File: src/rtl/km_arbiter_pkg.sv
// km_arbiter_pkg: shared constants and types for the Karatsuba multiplier arbiter
package km_arbiter_pkg;
  localparam int KM_DATAWIDTH = 32;
  localparam int KM_LAT = 2;
  typedef enum logic {REQ0 = 1'b0, REQ1 = 1'b1} req_id_e;
endpackage

File: src/rtl/km_arbiter_tag_pipe.sv
// km_tag_pipe: {valid,id} delay line tracking which requester owns each in-flight product
module km_tag_pipe #(
  parameter int DEPTH = 3
) (
  input  logic clk,
  input  logic rstn,
  input  logic in_valid,
  input  logic in_id,
  output logic out_valid,
  output logic out_id,
  output logic any_valid
);
  logic [DEPTH-1:0] vld;
  logic [DEPTH-1:0] id;
  // shift tags one stage per cycle; clearing valids discards in-flight products
  always_ff @(posedge clk) begin
    if (!rstn) vld <= '0;
    else vld <= {vld[DEPTH-2:0], in_valid};
    id <= {id[DEPTH-2:0], in_id};
  end
  assign out_valid = vld[DEPTH-1];
  assign out_id = id[DEPTH-1];
  assign any_valid = |vld;
endmodule

File: src/rtl/km_arbiter.sv
// km_arbiter: two-port round-robin arbiter feeding a shared pipelined Karatsuba multiplier
module km_arbiter
  import km_arbiter_pkg::*;
#(
  parameter int DATAWIDTH = KM_DATAWIDTH,
  parameter int MUL_LAT = KM_LAT
) (
  input  logic                 clk,
  input  logic                 rstn,
  input  logic                 req0_valid,
  output logic                 req0_ready,
  input  logic [DATAWIDTH-1:0] req0_a,
  input  logic [DATAWIDTH-1:0] req0_b,
  input  logic                 req1_valid,
  output logic                 req1_ready,
  input  logic [DATAWIDTH-1:0] req1_a,
  input  logic [DATAWIDTH-1:0] req1_b,
  output logic [DATAWIDTH-1:0] mul_in1,
  output logic [DATAWIDTH-1:0] mul_in2,
  input  logic [DATAWIDTH-1:0] mul_out_L,
  input  logic [DATAWIDTH-1:0] mul_out_H,
  output logic                 rsp0_valid,
  output logic                 rsp1_valid,
  output logic [DATAWIDTH-1:0] rsp_lo,
  output logic [DATAWIDTH-1:0] rsp_hi,
  output logic                 busy
);
  req_id_e prio, prio_nx;
  logic fire, last_valid, last_id, rsp_fire;
  logic [1:0] cnt;
  assign req0_ready = rstn && req0_valid && (!req1_valid || prio == REQ0);
  assign req1_ready = rstn && req1_valid && (!req0_valid || prio == REQ1);
  assign fire = req0_ready || req1_ready;
  assign rsp_fire = rstn && last_valid;
  assign rsp0_valid = rsp_fire && !last_id;
  assign rsp1_valid = rsp_fire && last_id;
  assign rsp_lo = mul_out_L;
  assign rsp_hi = mul_out_H;
  // priority passes to the requester that lost (or did not ask) this cycle
  always_comb prio_nx = req0_ready ? REQ1 : req1_ready ? REQ0 : prio;
  // pointer, multiplier issue register (zero when idle) and outstanding count
  always_ff @(posedge clk) begin
    if (!rstn) begin
      prio <= REQ0;
      mul_in1 <= '0;
      mul_in2 <= '0;
      cnt <= '0;
    end else begin
      prio <= prio_nx;
      mul_in1 <= req0_ready ? req0_a : req1_ready ? req1_a : '0;
      mul_in2 <= req0_ready ? req0_b : req1_ready ? req1_b : '0;
      cnt <= cnt + 2'(fire) - 2'(rsp_fire);
    end
  end
  // the pipeline can never hold more products than it has stages
  always_ff @(posedge clk) begin
    if (rstn) assert (int'(cnt) <= MUL_LAT + 1) else $error("km_arbiter: outstanding count %0d exceeds pipeline depth", cnt);
  end
  km_tag_pipe #(.DEPTH(MUL_LAT + 1)) u_tag (
    .clk(clk),
    .rstn(rstn),
    .in_valid(fire),
    .in_id(req1_ready),
    .out_valid(last_valid),
    .out_id(last_id),
    .any_valid(busy)
  );
endmodule

File: config.mk
export PLATFORM = sky130hd
export DESIGN_NAME = km_arbiter
export DESIGN_NICKNAME = d
export VERILOG_FILES = /design/src/rtl/km_arbiter_pkg.sv /design/src/rtl/km_arbiter_tag_pipe.sv /design/src/rtl/km_arbiter.sv
export SDC_FILE = /design/constraint.sdc
export NUM_CORES = 1
export LEC_CHECK = 0
export CAP_MARGIN = 40
export CORE_AREA = 2 2 129 131
export DETAILED_ROUTE_END_ITERATION = 6
export DIE_AREA = 0 0 131 133
export MAX_ROUTING_LAYER = met4
export PLACE_DENSITY_LB_ADDON = 0.1
export SLEW_MARGIN = 10
export SYNTH_ARGS = -nofsm -noshare
export SYNTH_HDL_FRONTEND = slang
export SYNTH_SLANG_ARGS = --single-unit
File: constraint.sdc
create_clock -name clk -period 1 [get_ports clk]
set_input_delay 0.2 -clock clk [delete_from_list [all_inputs] [get_ports clk]]
set_output_delay 0.2 -clock clk [all_outputs]
set_load 0.01 [all_outputs]
==> impl_metrics.ini <==
[final_layout]
seq_area_um2 = 1455
final_cell_count_no_fill = 761
drive_above_1_share_pct = 42.33
n_antenna_cell = 0
fill_cells = 1642
area_growth_pct = 81.67
post-route-util_pct = 37.81
fin_nets = 733
multi_input_area_um2 = 1475

[placement]
dp.cells = 715
io_buffer_count = 200
routabilityCongestion = 0.7859
dp_hpwl_um = 9897

[sta]
skew_ns = 0.003570
period_minus_slack_ns = 1.351
slew_violations = 0
holdWs_ns = 0.2348
final_hold_viol_count = 0
tns_ns = -9.683
slew_headroom_pct = 74.68
min_period_over_period_pct = 135.1
fmax_mhz = 740.4
worst_pin_slew_ns = 0.3798
setup_slack_ns = -0.3506
rsz0062_at_grt = yes
setup_viol = 64

[logic_synthesis]
yosys.area_share.adder_pct = 0
synth-simple-area-share_pct = 16.43
synth-edff-count = 0
avgSynthCellArea_um2 = 9.023
synthDistinctLibCells = 16
yosysMostFrequentCell = nand2_1
synthArstFlopShare_pct = 0
synth_seq_area_share_pct = 42.23
synth_commonest_cells = nand2_1, dfxtp_1, buf_4
yosysTopAreaCellShare_pct = 42.23
synth-xor-area-share_pct = 0
synth_compound_gate_area_share_pct = 21.34
synth_mux_area_share_pct = 0
syn_nets = 569
synthCells = 373
yosys.area.top_type = dfxtp_1
netlist_area_um2 = 3366
yosys_warnings = 0
synth_top_family_by_area = compound AO/OA/AOI/OAI gates
synthTopCellsByArea = dfxtp_1, o22ai_2, buf_4
ys_ff_latch = 71
synthFlopType = dfxtp_1

[floorplan]
num_rows = 47
die_area_um2 = 17420
io_pins = 329
initial_core_util_pct = 20.81
die_w_um = 131
fp.dieH_um = 133
coreArea_um2 = 16170

[power_and_ir_drop]
share_comb_of_total_power_pct = 26.2
switching_share_pct = 26.11
p_switching_mw = 2.144
internal_power_mw = 6.066
ir_drop_mv = 0.7202
power_mw = 8.210
seq_power_share_pct = 37.8
p_clk_share_pct = 36.0
powerDensity_nw_per_um2 = 1343
p_leak_nw = 2.527

[drt]
num_vias = 3134
postRouteWirelength_um = 14900
dr.first_iter.drc_count = 104
ant_nets = 0
first_pass_iters = 4
wire_per_inst_um = 19.57
via_per_inst = 4.118
drc_errors = 0

[cts]
holdBufCountCts = 0
cts_made_buffers = 9
clk_pin_slew_ns = 0.06
cts_tree = done
root_buffer = clkbuf_16
cts_htree_levels = 3
clock-sinks = 71
worst_skew_pair.late_latency_ns = 0.34
max-clock-path-buffers = 2

[critical_path]
critPathCaptureType = output port
start_kind = register
path_class = reg -> out
r2r_end = mul_in2[15]
crit_end = busy
worstPathArrival_ns = 1.15
critPathMaxFanout = 2
reg2reg_depth = 6
r2r_slack_ns = -0.25
reg2reg_from = prio
required_ns = 0.80
setup.worst_path.start = u_tag.vld[2]

[global_route]
grt_max_degree = 38
grtUsageMet2_pct = 28.12
grt_pass1_vias = 3061
grt_util_met3_pct = 7.926
grt_usage_pct = 16.33
grt_remaining_overflow = 0
antenna_found_initial = 0
top_usage_layer = met2
grtUsageMet1_pct = 15.41
grt_pass1_wl_um = 19680

[outcome]
violations = negative setup slack
outcome = finished, violations left

[flow_run]
cap_violations = 0

[hold_path]
hp-class = in -> reg
whs_path_depth = 3
## cell type report
cell class,count,area share [%]
Clock inverter,1,0.08185
Tap cell,220,4.502
Sequential cell,71,23.80
Clock buffer,14,4.154
Multi-Input combinational cell,208,24.13
Inverter,1,0.06139
Timing Repair Buffer,246,43.28
## worst min path at each step
stage / from / to / slack, ns
6_report: rstn / u_tag.id[0] / 0.23
5_1_grt: rstn / u_tag.id[0] / 0.25
4_1_cts: rstn / u_tag.id[0] / 0.23
3_5_place_dp: u_tag.id[1] / u_tag.id[2] / 0.32
3_3_place_gp: u_tag.id[1] / u_tag.id[2] / 0.31
2_1_floorplan: u_tag.id[0] / u_tag.id[1] / 0.31
## placed cells by master, fill, tap and decap left out
master             n
a21oi_1            1
clkinv_2           1
nand2_2            2
dfxtp_2           27
or2b_1             1
nand2b_4           1
o22ai_4            7
buf_8              7
nand2_8            1
nor2_4             2
buf_2             39
buf_12            10
and3_4             1
nor2_2             1
inv_2              1
nand2_1          128
or3_4              1
dfxtp_1           44
clkbuf_16         15
o22ai_2           57
nand2_4            1
and2_1             2
buf_16             8
clkbuf_1           4
buf_6             35
clkbuf_8           1
nor2_1             2
dlygate4sd2_1      2
clkdlybuf4s50_1  128
buf_4             11
## state kept, by name, indices dropped and copies added, names as in the netlist
| name | count |
|---|---|
| u_tag.id | 3 |
| mul_in1 | 32 |
| mul_in2 | 32 |
| prio | 1 |
| u_tag.vld | 3 |
## worst max-delay path, stage by stage, from the launching register on
cell	delay [ns]
dfxtp_2	0.31
or3_4	0.37
buf_6	0.13
## layer usage
layer,up-vias,wire length [um]
met5,-,0
met4,0,286
met3,16,1827
met2,211,7771
met1,1403,5010
li1,1504,-
## per-stage QoR
step	setup slack, ns	area [um2]
after floorplan	-0.01660	3421
after detailed placement	-0.7647	5179
after global routing	-0.3850	6115
after CTS	-0.3742	5793
final	-0.3506	6115
after global placement	-0.7492	5179
## cells by family (layout without fill, tap and decap cells)
kind of cell	Yosys count	count (layout)
simple gates	143	143
flops	71	71
compound gates	65	65
buf+inv	94	262
## repair_timing
item | CTS | global route
endpoints found under the setup margin | 133 | 93
pin swaps | 33 | 27
cloned | 13 | 7
buffers inserted | 11 | 12
gates resized for setup | 345 | 76
## power by group through the flow
| stage | registers, mW | clock network [mW] | logic, mW |
|---|---|---|---|
| floorplan | 3.22 | 0 | 0.878 |
| global placement | 3.14 | 0 | 1.72 |
| detailed placement | 3.14 | 0 | 1.72 |
| CTS | 3.08 | 3.07 | 2.02 |
| global route | 3.12 | 3.17 | 2.30 |
| finish | 3.10 | 2.96 | 2.15 |
Power figures use the tool's default switching activity.
